--- src/rtl/icache_mem_arb.sv ---
//------------------------------------------------------------------------------
// Module   : icache_mem_arb
// Brief    : Round-robin refill arbiter from NUM_PORTS icache miss ports onto a
//            single multi-beat line-refill memory port. Define
//            ICACHE_MEM_ARB_PERF_EN to add refill/stall performance counters.
// Revision : 1.0 - initial release
//------------------------------------------------------------------------------
`default_nettype none

module icache_mem_arb #(
  parameter int NUM_PORTS  = 2,
  parameter int ADDR_WIDTH = 64,
  parameter int DATA_WIDTH = 64,
  parameter int BEATS      = 4
) (
  input  logic                            clk_i,
  input  logic                            rst_ni,
  input  logic [NUM_PORTS-1:0]            req_valid_i,
  output logic [NUM_PORTS-1:0]            req_ready_o,
  input  logic [NUM_PORTS*ADDR_WIDTH-1:0] req_addr_i,
  input  logic [NUM_PORTS-1:0]            kill_i,
  output logic [NUM_PORTS-1:0]            rsp_valid_o,
  output logic [BEATS*DATA_WIDTH-1:0]     rsp_data_o,
  output logic                            mem_req_valid_o,
  input  logic                            mem_req_ready_i,
  output logic [ADDR_WIDTH-1:0]           mem_req_addr_o,
  input  logic                            mem_rsp_valid_i,
  input  logic [DATA_WIDTH-1:0]           mem_rsp_data_i
`ifdef ICACHE_MEM_ARB_PERF_EN
  ,
  output logic [31:0]                     perf_refill_cnt_o,
  output logic [31:0]                     perf_stall_cnt_o
`endif
);

  localparam int PW          = (NUM_PORTS > 1) ? $clog2(NUM_PORTS) : 1;
  localparam int CW          = (BEATS > 1) ? $clog2(BEATS) : 1;
  localparam int LINE_W      = BEATS * DATA_WIDTH;
  localparam int OFFSET_BITS = $clog2(LINE_W / 8);
  localparam logic [ADDR_WIDTH-1:0] ALIGN_MASK = {ADDR_WIDTH{1'b1}} << OFFSET_BITS;

  typedef enum logic [1:0] {
    S_IDLE = 2'd0,
    S_REQ  = 2'd1,
    S_DATA = 2'd2,
    S_RESP = 2'd3
  } state_e;

  state_e                  state_q, state_d;
  logic [PW-1:0]           owner_q, owner_d;
  logic [PW-1:0]           rr_q, rr_d;
  logic [ADDR_WIDTH-1:0]   addr_q, addr_d;
  logic                    kill_q, kill_d;
  logic [CW-1:0]           cnt_q, cnt_d;
  logic [LINE_W-1:0]       line_q, line_d;
  logic                    mem_req_valid_q, mem_req_valid_d;
  logic                    rsp_pulse_q, rsp_pulse_d;

  logic                    grant_found;
  logic [PW-1:0]           grant_idx;
  logic [PW-1:0]           cand;

  // Scan from the port after the last owner so every requester is reached
  // within NUM_PORTS-1 refills.
  always_comb begin
    grant_found = 1'b0;
    grant_idx   = '0;
    cand        = '0;
    for (int i = 1; i <= NUM_PORTS; i++) begin
      cand = PW'((int'(rr_q) + i) % NUM_PORTS);
      if (!grant_found && req_valid_i[cand]) begin
        grant_found = 1'b1;
        grant_idx   = cand;
      end
    end
  end

  always_comb begin
    req_ready_o = '0;
    if (rst_ni && state_q == S_IDLE && grant_found) begin
      req_ready_o = NUM_PORTS'(1) << grant_idx;
    end
  end

  always_comb begin
    state_d         = state_q;
    owner_d         = owner_q;
    rr_d            = rr_q;
    addr_d          = addr_q;
    kill_d          = kill_q;
    cnt_d           = cnt_q;
    line_d          = line_q;
    mem_req_valid_d = 1'b0;
    rsp_pulse_d     = 1'b0;

    case (state_q)
      S_IDLE: begin
        if (grant_found) begin
          owner_d         = grant_idx;
          rr_d            = grant_idx;
          addr_d          = req_addr_i[grant_idx*ADDR_WIDTH +: ADDR_WIDTH] & ALIGN_MASK;
          kill_d          = kill_i[grant_idx];
          mem_req_valid_d = 1'b1;
          state_d         = S_REQ;
        end
      end
      S_REQ: begin
        if (kill_i[owner_q]) kill_d = 1'b1;
        mem_req_valid_d = 1'b1;
        if (mem_req_ready_i) begin
          mem_req_valid_d = 1'b0;
          cnt_d           = '0;
          state_d         = S_DATA;
        end
      end
      S_DATA: begin
        if (kill_i[owner_q]) kill_d = 1'b1;
        if (mem_rsp_valid_i) begin
          line_d[cnt_q*DATA_WIDTH +: DATA_WIDTH] = mem_rsp_data_i;
          cnt_d = cnt_q + CW'(1);
          if (cnt_q == CW'(BEATS - 1)) begin
            rsp_pulse_d = !kill_d;
            state_d     = S_RESP;
          end
        end
      end
      S_RESP: begin
        state_d = S_IDLE;
      end
      default: begin
        state_d = S_IDLE;
      end
    endcase
  end

  always_ff @(posedge clk_i or negedge rst_ni) begin
    if (!rst_ni) begin
      state_q         <= S_IDLE;
      owner_q         <= '0;
      rr_q            <= PW'(NUM_PORTS - 1);
      addr_q          <= '0;
      kill_q          <= 1'b0;
      cnt_q           <= '0;
      line_q          <= '0;
      mem_req_valid_q <= 1'b0;
      rsp_pulse_q     <= 1'b0;
    end else begin
      state_q         <= state_d;
      owner_q         <= owner_d;
      rr_q            <= rr_d;
      addr_q          <= addr_d;
      kill_q          <= kill_d;
      cnt_q           <= cnt_d;
      line_q          <= line_d;
      mem_req_valid_q <= mem_req_valid_d;
      rsp_pulse_q     <= rsp_pulse_d;
    end
  end

  // A kill arriving in the response cycle itself still cancels the pulse.
  always_comb begin
    rsp_valid_o = '0;
    if (state_q == S_RESP && rsp_pulse_q && !kill_i[owner_q]) begin
      rsp_valid_o = NUM_PORTS'(1) << owner_q;
    end
  end

  assign rsp_data_o      = line_q;
  assign mem_req_valid_o = mem_req_valid_q;
  assign mem_req_addr_o  = addr_q;

`ifdef ICACHE_MEM_ARB_PERF_EN
  logic [31:0] refill_cnt_q, refill_cnt_d;
  logic [31:0] stall_cnt_q, stall_cnt_d;

  always_comb begin
    refill_cnt_d = refill_cnt_q;
    stall_cnt_d  = stall_cnt_q;
    if (state_d == S_RESP && state_q != S_RESP && refill_cnt_q != 32'hFFFF_FFFF) begin
      refill_cnt_d = refill_cnt_q + 32'd1;
    end
    if ((|req_valid_i) && !(|req_ready_o) && stall_cnt_q != 32'hFFFF_FFFF) begin
      stall_cnt_d = stall_cnt_q + 32'd1;
    end
  end

  always_ff @(posedge clk_i or negedge rst_ni) begin
    if (!rst_ni) begin
      refill_cnt_q <= '0;
      stall_cnt_q  <= '0;
    end else begin
      refill_cnt_q <= refill_cnt_d;
      stall_cnt_q  <= stall_cnt_d;
    end
  end

  assign perf_refill_cnt_o = refill_cnt_q;
  assign perf_stall_cnt_o  = stall_cnt_q;
`endif

endmodule

`default_nettype wire

--- config.mk ---
export PLATFORM = sky130hd
export DESIGN_NAME = icache_mem_arb
export DESIGN_NICKNAME = d
export VERILOG_FILES = /design/src/rtl/icache_mem_arb.sv
export SDC_FILE = /design/constraint.sdc
export NUM_CORES = 1
export LEC_CHECK = 0
export BUFFER_PORTS_ARGS = -buffer_cell sky130_fd_sc_hd__buf_2
export CORE_AREA = 2 2 207 209
export CTS_CLUSTER_SIZE = 10
export DETAILED_ROUTE_END_ITERATION = 12
export DIE_AREA = 0 0 209 211
export GPL_ROUTABILITY_DRIVEN = 0
export GPL_TIMING_DRIVEN = 0
export SETUP_SLACK_MARGIN = 0.1
export SLEW_MARGIN = 10
export SYNTH_ARGS = -nofsm -noshare
export SYNTH_HDL_FRONTEND = slang
export SYNTH_SLANG_ARGS = --single-unit
--- constraint.sdc ---
create_clock -name clk_i -period 2.3 [get_ports clk_i]
set_input_delay 0.23 -clock clk_i [delete_from_list [all_inputs] [get_ports clk_i]]
set_output_delay 0.23 -clock clk_i [all_outputs]
set_load 0.005 [all_outputs]
==> results.md, run 1 <==
- Status: finished, violations left
- Failing checks: hold timing
- Largest net degree at the start of global routing: 94
- Number of nets in the layout: roughly 1,900
- Area of the multi-input gates: 3860 um2
- Gr ovfl total: 0
- Die Ht: about 210 um
- Mean Syn Cell Area: 13.7 um2
- Synth area leader: dfrtp_1
- Static leakage: 0.0101 uW
- Design area: 18,900 um2
- CP Capture Type: flip-flop
- IO buf count: between 500 and 600
- GRT Resource Usage Total: 20.6%
- Layout area overhead: 52.9%
- TritonRoute pass-1 iters: 5
- Root buffer cell: clkbuf_16
- Synthesis Warnings: 0
- Hpwl dp: 32,700 um
- Wire length per cell: 21.4 um
- Placed cell area: 15,700 um2
- Crit path arrival time: 2.61 ns
- Antenna-violating nets left: 0
- Critical path's largest stage delay: between 0.4 and 0.5 ns
- # H-tree levels: 2
- Final setup violation count: 0
- Sequential Area: 8110 um2
- Post-synthesis sequential area ratio: between 60% and 70%
- Hold WS: -0.332 ns
- Placement row count: 75
- Clk slew on worst S/H paths: 0.05 ns
- HP Class: input pin to async pin
- Worst Tran Pin Value: 0.665 ns
- CTS Buffer Depth: 3
- Clock Latency Late Sink: 0.57 ns
- Via density: 4.99
- Synth cell types: 38
- Slowest CP cell: dfrtp_1
- Initial Util: 29.5%
- Skew final: 0.0222 ns
- CTS Buf Count: 39
- Routed WL: 46,900 um
- Async S/R FF share, synth: 100%
- Final Cycle Share: 91.9%
- Yosys top cell area share: 65.5%
- Fraction of layout cells with a size suffix above 1: 39.4%
- Full die area: 44,100 um2
- DRC viols: 0
- Max Fclk: 473 MHz
- Layout fillers: 3,789
- Max-slew violation count: 0
- CP Class: flip-flop to flip-flop
- Top cells by area, synth: dfrtp_1, a22o_1, mux2i_1, o21ai_0, nand2_1
- Setup TNS: 0 ns
- Yosys reg bits: 324
- Max IR drop VDD: 0.000492 V
- EDFF count, synth: 0
- Netlist Area Pre-Place: 12,300 um2
- Critical Path RT: approximately 2.8 ns
- First-pass GRT wire length: roughly 70,000 um
- # clock sinks: about 320
- Drt initial violations: approximately 710
- CORE AREA: 41,800 um2
- RSZ-0062 raised after global routing: yes
- Power Dens Cells: about 1100 nW/um2
- Initial antenna violation count: 3
- Crit path cell chain: buf_6, inv_1, ha_2, nor4b_1, buf_4, buf_2, a22o_1
- Synth Instances: 899
- Vias: approximately 11,000
- Worst slew margin: 55.7%
- CTS tree: yes
- Die width: between 200 and 250 um
- Period minus WS final: 2.11 ns
- Startpoint Class: flip-flop
- Vias in the first global route: roughly 11,000
- IO Pins: approximately 530
- Fin. Hold Viols: 71
- Max Cap Violations: 0
- Top FF cell, synth: dfrtp_1
- CP Max Fanout: 10
power breakdown:
group	total (uW)	switching (uW)	internal, uW
logic	6020	2990	3030
clock network	5570	2370	3210
registers	8230	937	7290
total	19800	6290	13500
layout by cell type, fill, tap and decap left out, types with 2 or more instances in the layout:
cell | netlist | layout
buf_2 | 28 | 518
dfrtp_1 | 323 | 323
a22o_1 | 256 | 256
dlygate4sd3_1 | 0 | 169
nand2_1 | 64 | 64
mux2i_1 | 61 | 61
o21ai_0 | 60 | 60
clkbuf_16 | 0 | 39
buf_4 | 6 | 24
clkbuf_1 | 40 | 23
clkbuf_2 | 0 | 14
buf_6 | 6 | 12
clkbuf_4 | 0 | 9
ha_1 | 9 | 7
clkbuf_8 | 0 | 6
conb_1 | 1 | 5
buf_16 | 0 | 5
diode_2 | 0 | 3
inv_1 | 5 | 3
nor3_1 | 3 | 3
nor3b_1 | 4 | 3
nand3_1 | 3 | 3
inv_2 | 0 | 2
buf_12 | 0 | 2
nand2b_1 | 3 | 2
nor4_4 | 2 | 2
buf_1 | 1 | 2
nor2_1 | 2 | 2
a32o_1 | 2 | 2
a21oi_1 | 2 | 2
a211oi_1 | 2 | 2
what timing repair did:
| action | in CTS | in global routing |
|---|---|---|
| hold buffers | 170 | 1 |
| gates cloned | 1 | 1 |
| resized for setup | 28 | 42 |
| endpoints found under the setup margin | 309 | 242 |
| endpoints found under the hold margin | 357 | 72 |
| buffers inserted | 9 | 7 |
| pin swaps | 4 | 3 |
stage by stage:
stage	hold slack, ns	setup WS, ns	cells	total power, uW	utilization (%)
2_1_floorplan	-0.0656	0.308	903	10700	-
4_1_cts	-0.330	0.0311	2182	19800	44.8
3_5_place_dp	0.181	-0.476	1953	13700	37.5
3_3_place_gp	0.423	-5.27	1950	13500	37.3
5_1_grt	-0.307	0.0450	2192	20900	45.2
6_report	-0.332	0.187	2194	19800	45.2
layout make-up:
type                    instances  area share, %
diodes                          3         0.0398
plain buffers                  81           2.71
clock buffers                  45           5.56
clock inverters                 4          0.332
inverters                       5         0.0995
multi-input cells             493           20.5
flip-flops and latches        324           43.0
well taps                     539           3.58
repair buffers                700           24.2
critical path, delay by kind of cell (launching register included):
kind                       cells  cell delay [ns]
and+or+nand+nor                1             0.31
DFF                            1             0.41
AOI/OAI and AO/OA              1             0.17
adders and majority gates      1             0.33
buffers and inverters          4             0.84
path summary, 6_finish.rpt:
path / startpoint / end / slack [ns] / depth (start not counted)
max: cnt_q[0] / rsp_data_o[14] / 0.19 / 7
min: rst_ni / rsp_data_o[86] / -0.33 / 2
max reg2reg: cnt_q[0] / rsp_data_o[14] / 0.19 / 7
min reg2reg: kill_q / rsp_pulse_q / 0.46 / 1
max in group asynchronous: rst_ni / rsp_data_o[116] / 1.65 / 4
min in group clk_i: req_addr_i[50] / mem_req_addr_o[50] / 0.03 / 3
state kept, by name, indices dropped and copies added (netlist names):
register and count:
cnt_q 2, kill_q 1, mem_req_addr_o 59, mem_req_valid_o 1
owner_q 1, rr_q 1, rsp_data_o 256, rsp_pulse_q 1
state_q 2
per-layer routing:
layer | GRT usage [%] | part of all wire [%] | vias up
met1 | 25.5 | 41 | 5476
li1 | - | - | 4847
met4 | 8.18 | 3.5 | 0
met5 | 0 | 0 | -
met2 | 34.7 | 48 | 533
met3 | 5.17 | 6.9 | 101
logic make-up (layout without fill, tap and decap cells):
| kind of cell | Yosys count | count (layout) | share of synthesized area [%] |
|---|---|---|---|
| compound gates | 329 | 329 | 21.4 |
| mux | 62 | 62 | 5.04 |
| flops | 324 | 324 | 65.7 |
| buf+inv | 86 | 835 | 3.45 |
| other cells | 1 | 8 | 0.0304 |
| simple gates | 88 | 88 | 3.46 |
| fa+ha+maj | 9 | 9 | 0.913 |
synth_stat cells (3+ instances only):
cell,instances
ha_1,9
buf_2,28
a22o_1,256
nand2_1,64
nand2b_1,3
nor3_1,3
mux2i_1,61
o21ai_0,60
nor3b_1,4
buf_4,6
dfrtp_1,323
inv_1,5
nand3_1,3
clkbuf_1,40
buf_6,6
(Power assumes the default switching activity.)
==> inputs of run 2 (changes only) <==
--- a/config.mk
+++ b/config.mk
@@ -12,6 +12,7 @@
 export DIE_AREA = 0 0 209 211
 export GPL_ROUTABILITY_DRIVEN = 0
 export GPL_TIMING_DRIVEN = 0
+export PLACE_DENSITY_LB_ADDON = 0.05
 export SETUP_SLACK_MARGIN = 0.1
 export SLEW_MARGIN = 10
 export SYNTH_ARGS = -nofsm -noshare
==> results.md, run 2 (same netlist as run 1, synthesis figures left out) <==
- Design area: roughly 19,000 um2
- CTS tree: yes
- Crit path cell chain: dlygate4sd3_1, buf_2, a21boi_0, buf_4, clkbuf_4, mux2i_1, dlygate4sd3_1, o21ai_0
- GRT Resource Usage Total: 21.3%
- Most frequent cells in the layout: buf_2, dfrtp_1, a22o_1
- Internal: roughly 14,000 uW
- Clock Latency Late Sink: 0.56 ns
- Worst slew margin: 51.1%
- Placement row count: 75
- Largest net degree at the start of global routing: 97
- Via density: 4.82
- Final Util: roughly 45%
- Slowest CP cell: dlygate4sd3_1
- Net Sw Power: 6280 uW
- Max reg flops: 256
- # H-tree levels: 2
- Clock share of power: 29.3%
- Full die area: 44,100 um2
- Crit path arrival time: roughly 2.5 ns
- Placed cell area: around 16,000 um2
- Gr ovfl total: 0
- Static leakage: 0.0101 uW
- CP Class: input pin to flip-flop
- Seq pwr share: 40.8%
- Fraction of layout cells with a size suffix above 1: 39.8%
- Drt initial violations: roughly 580
- CP Launch Point: req_valid_i[0]
- Commonest non-fill, non-tap cell in the layout: buf_2
- Buf/Inv on CP: 5
- IO Pins: around 530
- Vias in the first global route: around 11,000
- Max IR drop VDD: about 0.00042 V
- Max Fclk: approximately 480 MHz
- Power Dens Cells: 1060 nW/um2
- Final setup violation count: 0
- Diodes inserted: 0
- Antenna-violating nets left: 0
- CTS Buffer Depth: 3
- Root buffer cell: clkbuf_16
- Hold WS: -0.290 ns
- Clk slew on worst S/H paths: 0.05 ns
- CP Capture Type: flip-flop
- Critical Path RT: between 2 and 3 ns
- Final Cycle Share: 91.2%
- DRC viols: 0
- Startpoint Class: input pin
- Sw frac: between 30% and 40%
- Period minus WS final: between 2 and 2.5 ns
- Die width: 209 um
- Max Cap Violations: 0
- Worst Tran Pin Value: 0.733 ns
- Number of nets in the layout: 1,844
- Fin. Hold Viols: 94
- CP Max Fanout: 10
- Hpwl dp: 33,600 um
- Vias: 10,600
- CTS Buf Count: 40
- Origin of the critical flop-to-flop path: cnt_q[0]
- First-pass GRT wire length: 71,000 um
- Status: finished, violations left
- Layout area overhead: 52.7%
- IO buf count: 508
- Critical path's largest stage delay: 0.57 ns
- Wire length per cell: 21.7 um
- HP Class: input pin to async pin
- RSZ-0062 raised after global routing: yes
- Combinational Power Share: 29.9%
- Routed WL: between 40,000 and 50,000 um
- Initial Util: 29.5%
- # clock sinks: 324
- Initial antenna violation count: 2
- Die Ht: ~210 um
- Max-slew violation count: 0
- Failing checks: hold timing
- CP most frequent cell: dlygate4sd3_1
- CORE AREA: 41,800 um2
- TritonRoute pass-1 iters: 4
- Hold-fix buffers, CTS: ~160
- Crit path max-delay family: buffers and inverters
- Skew final: 0.0241 ns
-- run 2: per-layer routing --
metal  part of all wire [%]  wire length [um]  GRT usage [%]
met5                  0.051                24              0
met4                    1.9               922           5.05
met3                    6.0              2860           5.37
met2                     49             23500           36.0
met1                     43             20200           27.5
-- run 2: worst paths after layout --
path                                 endpoint  slack [ns]  depth (start not counted)
max                        mem_req_addr_o[31]        0.20                          8
min                           rsp_data_o[201]       -0.29                          2
max reg2reg                    rsp_data_o[15]        0.22                          8
min reg2reg                       rsp_pulse_q        0.43                          1
max in group asynchronous     rsp_data_o[170]        1.44                          4
min in group clk_i            mem_req_valid_o        0.02                          3
-- run 2: metrics by stage --
step / setup TNS [ns] / hold slack (ns) / setup WS, ns / power [uW] / instances
2_1_floorplan: 0 / -0.0656 / 0.308 / 10700 / 903
3_3_place_gp: -1934.37 / 0.416 / -5.78 / 13700 / 1950
3_5_place_dp: -72.41 / 0.181 / -0.452 / 13700 / 1953
4_1_cts: -0.0275 / -0.274 / -0.0275 / 20200 / 2191
5_1_grt: 0 / -0.274 / 0.0617 / 21200 / 2193
6_report: 0 / -0.290 / 0.203 / 20000 / 2193
-- run 2: layout make-up --
class / count / area (um2)
fill: 3988 / 22900
inverter: 5 / 18.8
buffer: 80 / 522
multi-input combinational: 493 / 3880
clock buffer: 58 / 1150
tap: 539 / 674
sequential: 324 / 8110
clock inverter: 3 / 26.3
timing repair buffer: 691 / 4460
-- run 2: worst reg2reg max path, stage by stage, from the launching register on --
cell	delay (ns)
dfrtp_1	0.40
buf_6	0.16
inv_1	0.10
ha_2	0.24
nand3_1	0.14
nor4b_4	0.37
buf_6	0.22
buf_4	0.21
a22o_1	0.15
-- run 2: what timing repair did --
item | 4_1_cts | 5_1_grt
gates cloned | 2 | 0
gates resized for setup | 39 | 55
pin swaps | 4 | 2
setup endpoints to repair | 299 | 260
endpoints found under the hold margin | 349 | 94
setup buffers | 11 | 3
-- run 2: power groups by stage --
stage          clock network [uW]  registers [uW]  logic, uW
2_1_floorplan                   0            8300       2380
3_3_place_gp                    0            8190       5490
3_5_place_dp                    0            8210       5520
4_1_cts                      6040            8150       6010
5_1_grt                      6260            8360       6570
6_report                     5860            8150       5970
